<file path="config.mk">
export PLATFORM = sky130hd
export DESIGN_NAME = fifo_rd_packer_flat
export DESIGN_NICKNAME = d
export VERILOG_FILES = /design/src/rtl/fifo_pkg.sv /design/src/rtl/fifo_rd_packer_if.sv /design/src/rtl/fifo_rd_packer.sv /design/src/flat_wrapper.sv
export SDC_FILE = /design/constraint.sdc
export NUM_CORES = 1
export LEC_CHECK = 0
export CAP_MARGIN = 20
export CORE_ASPECT_RATIO = 0.6
export CORE_MARGIN = 3
export CORE_UTILIZATION = 50
export CTS_CLUSTER_SIZE = 40
export DETAILED_ROUTE_END_ITERATION = 8
export GPL_TIMING_DRIVEN = 0
export PLACE_DENSITY_LB_ADDON = 0.1
export SETUP_SLACK_MARGIN = 0.2
export SYNTH_ARGS = -nofsm -noshare
export SYNTH_HDL_FRONTEND = slang
export SYNTH_SLANG_ARGS = --single-unit
export TNS_END_PERCENT = 30
</file>
<file path="constraint.sdc">
create_clock -name rclk -period 2.4 [get_ports rclk]
set_input_delay 0.48 -clock rclk [delete_from_list [all_inputs] [get_ports rclk]]
set_output_delay 0.48 -clock rclk [all_outputs]
set_load 0.01 [all_outputs]
</file>
<file path="src/rtl/fifo_pkg.sv">
// Shared types and helpers for the read-domain FIFO packer.
package fifo_pkg;

    // FILL gathers FIFO words; DRAIN pushes out whatever is held after a flush.
    typedef enum logic {
        FILL  = 1'b0,
        DRAIN = 1'b1
    } pack_state_t;

    // Lane-valid mask with the lowest cnt bits set.
    function automatic logic [31:0] keep_mask(input logic [31:0] cnt);
        return (32'd1 << cnt) - 32'd1;
    endfunction

endpackage

</file>
<file path="src/rtl/fifo_rd_packer_if.sv">
// Bundle of the FIFO read port, flush request and packed output stream.
interface fifo_rd_packer_if #(
    parameter int DATA_WIDTH = 8,
    parameter int LANES      = 4
) ();

    logic                          fifo_empty;
    logic [DATA_WIDTH-1:0]         fifo_data;
    logic                          fifo_r_en;
    logic                          flush;
    logic                          out_valid;
    logic                          out_ready;
    logic [DATA_WIDTH*LANES-1:0]   out_data;
    logic [LANES-1:0]              out_keep;
    logic                          busy;

    // Packer side: consumes the FIFO, produces the packed stream.
    modport master (
        input  fifo_empty,
        input  fifo_data,
        input  flush,
        input  out_ready,
        output fifo_r_en,
        output out_valid,
        output out_data,
        output out_keep,
        output busy
    );

    // Environment side: the FIFO plus the downstream consumer.
    modport slave (
        output fifo_empty,
        output fifo_data,
        output flush,
        output out_ready,
        input  fifo_r_en,
        input  out_valid,
        input  out_data,
        input  out_keep,
        input  busy
    );

endinterface

</file>
<file path="src/rtl/fifo_rd_packer.sv">
// Drains the async FIFO read port and packs LANES consecutive words into one
// wide word (first word in lane 0) with a lane-keep mask. A flush pulse emits
// a partial word so a short burst never sits in the accumulator.
module fifo_rd_packer
    import fifo_pkg::*;
#(
    parameter int DATA_WIDTH = 8,
    parameter int LANES      = 4
) (
    input  logic             rclk,
    input  logic             rrst_n,
    fifo_rd_packer_if.master bus
);

    localparam int CW = $clog2(LANES + 1);
    localparam int IW = $clog2(LANES);
    localparam int OW = DATA_WIDTH * LANES;

    pack_state_t           r_state;
    logic [DATA_WIDTH-1:0] r_acc [LANES];
    logic [CW-1:0]         r_accCnt;
    logic                  r_pend;
    logic                  r_outValid;
    logic [OW-1:0]         r_outData;
    logic [LANES-1:0]      r_outKeep;

    logic [CW:0]           w_occupancy;
    logic                  w_rEn;
    logic                  w_outFree;
    logic                  w_accFull;
    logic                  w_fullXfer;
    logic                  w_partXfer;
    logic                  w_load;
    logic [IW-1:0]         w_capIdx;
    logic [LANES-1:0]      w_loadKeep;
    logic [OW-1:0]         w_loadData;

    // Words held plus the one in flight must never exceed LANES.
    assign w_occupancy = {1'b0, r_accCnt} + (CW+1)'(r_pend);
    assign w_rEn       = rrst_n & ~bus.fifo_empty & (r_state == FILL)
                       & (w_occupancy < (CW+1)'(LANES));

    assign w_outFree   = ~r_outValid | bus.out_ready;
    assign w_accFull   = (r_accCnt == CW'(LANES));
    assign w_fullXfer  = w_accFull & w_outFree;
    assign w_partXfer  = (r_state == DRAIN) & ~r_pend & w_outFree
                       & (r_accCnt != '0) & ~w_accFull;
    assign w_load      = w_fullXfer | w_partXfer;

    assign w_capIdx    = r_accCnt[IW-1:0];
    assign w_loadKeep  = LANES'(keep_mask(32'(r_accCnt)));

    // Build the outgoing word, zeroing lanes the keep mask does not cover.
    always_comb begin
        w_loadData = '0;
        for (int i = 0; i < LANES; i++) begin
            w_loadData[i*DATA_WIDTH +: DATA_WIDTH] = w_loadKeep[i] ? r_acc[i] : '0;
        end
    end

    // Accumulator lanes: the word read last cycle lands at the current count.
    always_ff @(posedge rclk or negedge rrst_n) begin
        if (!rrst_n) begin
            for (int i = 0; i < LANES; i++) begin
                r_acc[i] <= '0;
            end
        end else if (r_pend) begin
            r_acc[w_capIdx] <= bus.fifo_data;
        end
    end

    // Control FSM with the fill counter, in-flight flag and output register.
    always_ff @(posedge rclk or negedge rrst_n) begin
        if (!rrst_n) begin
            r_state    <= FILL;
            r_accCnt   <= '0;
            r_pend     <= 1'b0;
            r_outValid <= 1'b0;
            r_outData  <= '0;
            r_outKeep  <= '0;
        end else begin
            r_pend <= w_rEn;

            if (w_load) begin
                r_accCnt <= '0;
            end else if (r_pend) begin
                r_accCnt <= r_accCnt + CW'(1);
            end

            if (w_load) begin
                r_outValid <= 1'b1;
                r_outData  <= w_loadData;
                r_outKeep  <= w_loadKeep;
            end else if (bus.out_ready) begin
                r_outValid <= 1'b0;
            end

            case (r_state)
                FILL: begin
                    if (bus.flush && !w_fullXfer && ((r_accCnt != '0) || r_pend)) begin
                        r_state <= DRAIN;
                    end
                end
                DRAIN: begin
                    if (w_load || (!r_pend && (r_accCnt == '0))) begin
                        r_state <= FILL;
                    end
                end
                default: r_state <= FILL;
            endcase
        end
    end

    assign bus.fifo_r_en = w_rEn;
    assign bus.out_valid = r_outValid;
    assign bus.out_data  = r_outData;
    assign bus.out_keep  = r_outKeep;
    assign bus.busy      = (r_accCnt != '0) | r_pend | r_outValid | (r_state == DRAIN);

    // A capture can only happen into a free lane.
    a_noCaptureFull: assert property (@(posedge rclk) disable iff (!rrst_n)
        r_pend |-> !w_accFull);

    // A stalled output word must not change under the consumer.
    a_stableStall: assert property (@(posedge rclk) disable iff (!rrst_n)
        (r_outValid && !bus.out_ready) |=> ($stable(r_outData) && $stable(r_outKeep)));

    // The FIFO is never read past empty.
    a_noReadEmpty: assert property (@(posedge rclk) disable iff (!rrst_n)
        !(w_rEn && bus.fifo_empty));

endmodule

</file>
<file path="src/flat_wrapper.sv">
// flat-port wrapper written by rule: the top's interface ports become plain ports
module fifo_rd_packer_flat import fifo_pkg::*;
#(
    parameter int DATA_WIDTH = 8,
    parameter int LANES      = 4
)
  (rclk, rrst_n, bus_fifo_empty, bus_fifo_data, bus_flush, bus_out_ready, bus_fifo_r_en, bus_out_valid, bus_out_data, bus_out_keep, bus_busy);
  fifo_rd_packer_if #(.DATA_WIDTH(DATA_WIDTH), .LANES(LANES)) bus_i ();
  input  logic rclk;
  input  logic rrst_n;
  input wire logic [$bits(bus_i.fifo_empty)-1:0] bus_fifo_empty;
  input wire logic [$bits(bus_i.fifo_data)-1:0] bus_fifo_data;
  input wire logic [$bits(bus_i.flush)-1:0] bus_flush;
  input wire logic [$bits(bus_i.out_ready)-1:0] bus_out_ready;
  output wire logic [$bits(bus_i.fifo_r_en)-1:0] bus_fifo_r_en;
  output wire logic [$bits(bus_i.out_valid)-1:0] bus_out_valid;
  output wire logic [$bits(bus_i.out_data)-1:0] bus_out_data;
  output wire logic [$bits(bus_i.out_keep)-1:0] bus_out_keep;
  output wire logic [$bits(bus_i.busy)-1:0] bus_busy;
  assign bus_i.fifo_empty = bus_fifo_empty;
  assign bus_i.fifo_data = bus_fifo_data;
  assign bus_i.flush = bus_flush;
  assign bus_i.out_ready = bus_out_ready;
  assign bus_fifo_r_en = bus_i.fifo_r_en;
  assign bus_out_valid = bus_i.out_valid;
  assign bus_out_data = bus_i.out_data;
  assign bus_out_keep = bus_i.out_keep;
  assign bus_busy = bus_i.busy;
  fifo_rd_packer #(.DATA_WIDTH(DATA_WIDTH), .LANES(LANES)) u_core (.rclk(rclk), .rrst_n(rrst_n), .bus(bus_i));
endmodule
</file>
After elaboration in Yosys (flattened, before gate mapping). Index checks and enable logic that the tools add are counted.

Output and inout bits: 39. Word-level logic and storage cells: 63. Register bits after elaboration: 74.

$lt $le $gt $ge: 3. Reductions and logical operators: 12. Equality and inequality tests: 1. Shift-type cells: 1. Add/subtract/negate cells: 3. Muxes and demuxes: 14. Bitwise gates (word level): 19.

Operators with widths (count): 8-bit two-way mux (5); 32-bit bitwise mux (1); 8-bit demux with 2-bit select (1); 1-bit bitwise AND (8); 3-bit two-way mux (2); 1-bit NOT (5); 1-bit bitwise OR (5); 3-bit by 1-bit adder with 4-bit output (1); 1-bit logical AND (4); 4-bit by 3-bit < comparator with 1-bit output (second input constant) (1); 1-bit two-way mux (4); 2-bit nonzero test (2); 1-bit by 3-bit << shifter with 4-bit output (first input constant) (1); 4-bit by 1-bit subtractor with 4-bit output (second input constant) (1); 3-bit by 1-bit adder with 3-bit output (second input constant) (1); 3-bit == test (second input constant) (1); 3-bit >= comparator (second input constant) (1); 3-bit zero test (1); 3-bit by 1-bit < comparator with 1-bit output (second input constant) (1); 2-bit NOT with 3-bit output (1); 3-bit nonzero test (1); 1-bit zero test (2); 1-bit logical OR (2); 1-bit case mux with 2 select lines (1).

Logic depth before layout (Yosys ltp).
Depth after elaboration: 9. Depth in mapped cells: 8. Depth with buffers taken out: 5.

Least setup slack after synthesis. Ideal clock, no wire load.

Kind: register to register. Start point: register u_core.r_accCnt[1]. End point: register u_core.r_outData[11] (netlist: u_core.bus.out_data[11]). Path slack: 0.309 ns. Cell stages (with the launch flop): 8. Clock period less this slack: 2.091 ns. Path buffers: 2. Arrival time: 1.967 ns. Cells stage by stage: dfrtp_1 -> inv_1 -> ha_1 -> buf_6 -> or3b_4 -> a21oi_2 -> buf_4 -> mux2_2.

Word-level cells in the longest chain between the ends: 4. Elaborated cells between the ends (all ways): 10.

RTL lines: from (decl) (RTL line fifo_rd_packer.sv:21) `logic [CW-1:0] r_accCnt;`; from (signal assigned) (RTL line fifo_rd_packer.sv:87) `r_accCnt <= r_accCnt + CW'(1);`; parallel branches: the longest is 4 deep, another holds 4-bit by 1-bit subtractor with 4-bit output; to (signal assigned) (RTL line fifo_rd_packer.sv:92) `r_outData <= w_loadData;`; to (decl) (RTL line fifo_rd_packer.sv:24) `logic [OW-1:0] r_outData;`.

Parallel ways; which one is timed is not known. A chain may end at the register's enable or synchronous reset.

Worst setup path in the final report.
Start point: input rrst_n. End point: output bus_fifo_r_en.

Word-level cells in the longest chain between the ends: 3.

RTL lines: from (decl) (RTL line flat_wrapper.sv:10) `input logic rrst_n;`; 1-bit bitwise AND (2 in a row) (RTL line fifo_rd_packer.sv:40) `assign w_rEn = rrst_n & ~bus.fifo_empty & (r_state == FILL)`; 1-bit bitwise AND (RTL line fifo_rd_packer.sv:41) `& (w_occupancy < (CW+1)'(LANES));`; to (decl) (RTL line flat_wrapper.sv:15) `output wire logic [$bits(bus_i.fifo_r_en)-1:0] bus_fifo_r_en;`.

Every way passes these cells.

==> results.ini <==
[outcome]
status = finished clean

[grt]
grt_overflow_total = 0
grt_pass1_vias = 2024
use_met3_pct = 7.16
antenna_found_initial = 0
gr-usage-all-layers_pct = 19.3
grt_pass1_wl_mm = 10.2
top_usage_layer = met2
grt_max_degree = 38
grt_use_met1_pct = 26.2
grtUsageMet2_pct = 29.7

[synthesis]
syn_inst = 220
yosysTopAreaCellShare_pct = 60.5
synth.avg_cell_area_um2 = 13.9
synth_edf_count = 0
yosysWarningCount = 0
ys_seq_elements = 74
synth_flop_cell = dfrtp_1
ys_seq_area_share_pct = 60.5
synth_cell_types = 32
syn_nets = 238
async_flop_share_pct = 100
synth_area_leaders = dfrtp_1, mux2_2, mux2i_1, ha_1, a22o_1
synth_area_leader_cell = dfrtp_1
syn_area_um2 = 3060

[hold_path]
hold_class = primary input to asynchronous set/reset pin

[worst_setup_path]
arrival_ns = 1.66
worstPathRequired_ns = 1.92
crit_path_start_kind = primary input
cp_max_fo = 37
end_kind = output pin
path_class = primary input to output pin

[power]
max-vdd-ir-drop_uv = 689
power.density_nw_per_um2 = 1370
p_leak_nw = 1.78
combPwrFrac_pct = 42.2
p_sw_share_pct = 31.2
seqPwrFrac_pct = 38.8
pwr-share-clk_pct = 18.9
fin_total_pwr_w = 0.00556
switchingPower_w = 0.00174
power.internal_w = 0.00383

[die]
rows = 21
pin_count = 52
dieHeight_um = 66.6
fp.dieW_um = 107
dieArea_um2 = 7130
coreArea_um2 = 5750
initial_core_util_pct = 53.2

[cts]
numClockSinks = 74
cts.htree.levels = 3
cts-root-buf = clkbuf_8
cts_buffers = 9
cts_tree = built
cts.path.max_buffers = 2
clkTransAtPathRegs_ns = 0.07
clock_latency_ns = 0.34

[layout]
layout.cells.non_filler = 375
n_antenna_cell = 0
fin_util_pct = 70.4
final_common_cell = dfrtp_1
drive_gt1_share_pct = 30.5
design_area_um2 = 4050
final_cell_mix = dfrtp_1, mux2_2, clkdlybuf4s50_1, inv_1, mux2i_1
num-nets-final = 308
area_growth_pct = 32.2

[timing]
finalSetupViolCount = 0
fin_ws_ns = 0.258
slew_headroom_pct = 34.5
rsz0062_at_grt = true
fmax_ghz = 0.467
tightest_slew_ns = 0.976
post-route-period-util_pct = 89.3
period_minus_slack_ns = 2.14
hold_viol = 0
fin_skew_ns = 0.00759
finalMaxSlewViolations = 0

[flow_run]
drv_cap = 0

[drt]
postRouteAntennaNets = 0
drt-initial-drc-count = 111
vias = 1952
totalWireLength_mm = 6.31
dr.pass1.iters = 4
drc = 0
via_per_inst = 5.21
wl_per_cell_um = 16.8

[placement]
io_buffers = 51
gp_congestion = 0.826
postPlaceCellArea_um2 = 3700
post-place-ws_ns = -0.472
dpl.cell_count = 352
hpwl_mm = 4.16

==> worst max-delay path, stage by stage <==
cell and delay, ns:
buf_4 0.12, buf_16 0.21, or4b_4 0.50, a31oi_4 0.18
buf_2 0.16
==> what timing repair did <==
| item | CTS | global route |
|---|---|---|
| buffers inserted | 2 | 3 |
| gates cloned | 1 | 0 |
| endpoints found under the hold margin | 1 | 0 |
| setup endpoints to repair | 19 | 5 |
| gates resized for setup | 15 | 7 |
| pin swaps | 1 | 1 |
| hold buffers | 1 | 0 |
==> metal layers <==
| metal | routed length (um) | part of all wire (%) | up-vias |
|---|---|---|---|
| met5 | 0 | 0 | - |
| met4 | 34 | 0.54 | 0 |
| met3 | 327 | 5.2 | 4 |
| met2 | 2860 | 45 | 56 |
| met1 | 3090 | 49 | 982 |
| li1 | - | - | 910 |
==> cells in the mapped netlist (3+ instances only) <==
cell / count
nor2b_1: 9
inv_1: 16
mux2_2: 47
buf_6: 3
nand2_1: 7
a22o_1: 7
dfrtp_1: 74
o21ai_0: 8
mux2i_1: 13
nor2_1: 5
ha_1: 5
nand2b_1: 3
==> worst paths after layout <==
path	from	to	slack (ns)	depth (start not counted)
hold reg to reg	u_core.bus.out_keep[0]	u_core.bus.out_keep[0]	0.47	1
max in group asynchronous	rrst_n	u_core.bus.out_keep[0]	1.81	2
min in group rclk	u_core.bus.out_keep[0]	u_core.bus.out_keep[0]	0.47	1
setup / recovery	rrst_n	bus_fifo_r_en	0.26	5
setup reg to reg	u_core.r_accCnt[0]	u_core.bus.out_data[7]	0.27	8
hold / removal	rrst_n	u_core.r_acc[25]	0.11	2
==> layout make-up <==
type,instances,area (um^2)
plain buffers,7,62.6
clock buffers,11,141
clock inverters,5,77.6
fillers,407,1710
inverters,16,60.1
multi-input cells,123,1140
flip-flops and latches,74,1860
well taps,80,100
repair buffers,59,612
==> flip-flops by register name, indices dropped and copies added, names as in the netlist <==
| signal | flops |
|---|---|
| u_core.bus.out_data | 32 |
| u_core.r_acc | 32 |
| u_core.bus.out_keep | 4 |
| u_core.r_accCnt | 3 |
| u_core.bus.out_valid | 1 |
| u_core.r_pend | 1 |
| u_core.r_state | 1 |
==> per-stage QoR <==
| step | setup TNS [ns] | hold slack, ns |
|---|---|---|
| floorplan | 0 | 0.184 |
| global placement | -125.88 | 0.452 |
| detailed placement | -0.472 | 0.279 |
| CTS | 0 | 0.113 |
| global route | 0 | 0.107 |
| finish | 0 | 0.113 |
==> kinds of logic after synthesis <==
logic type	Yosys count	synth area share, %
flops	74	60.5
mux	61	22.0
xor+xnor	2	0.572
fa+ha+maj	5	2.04
compound gates	25	5.68
buf+inv	23	3.72
simple gates	30	5.51
==> power by group through the flow <==
stage | combinational [W] | sequential [W] | clock [W]
floorplan | 0.00124 | 0.00223 | 0
global placement | 0.00220 | 0.00216 | 0
detailed placement | 0.00225 | 0.00217 | 0
CTS | 0.00231 | 0.00216 | 0.00108
global route | 0.00256 | 0.00223 | 0.00114
finish | 0.00235 | 0.00216 | 0.00105
(Power assumes the default switching activity.)
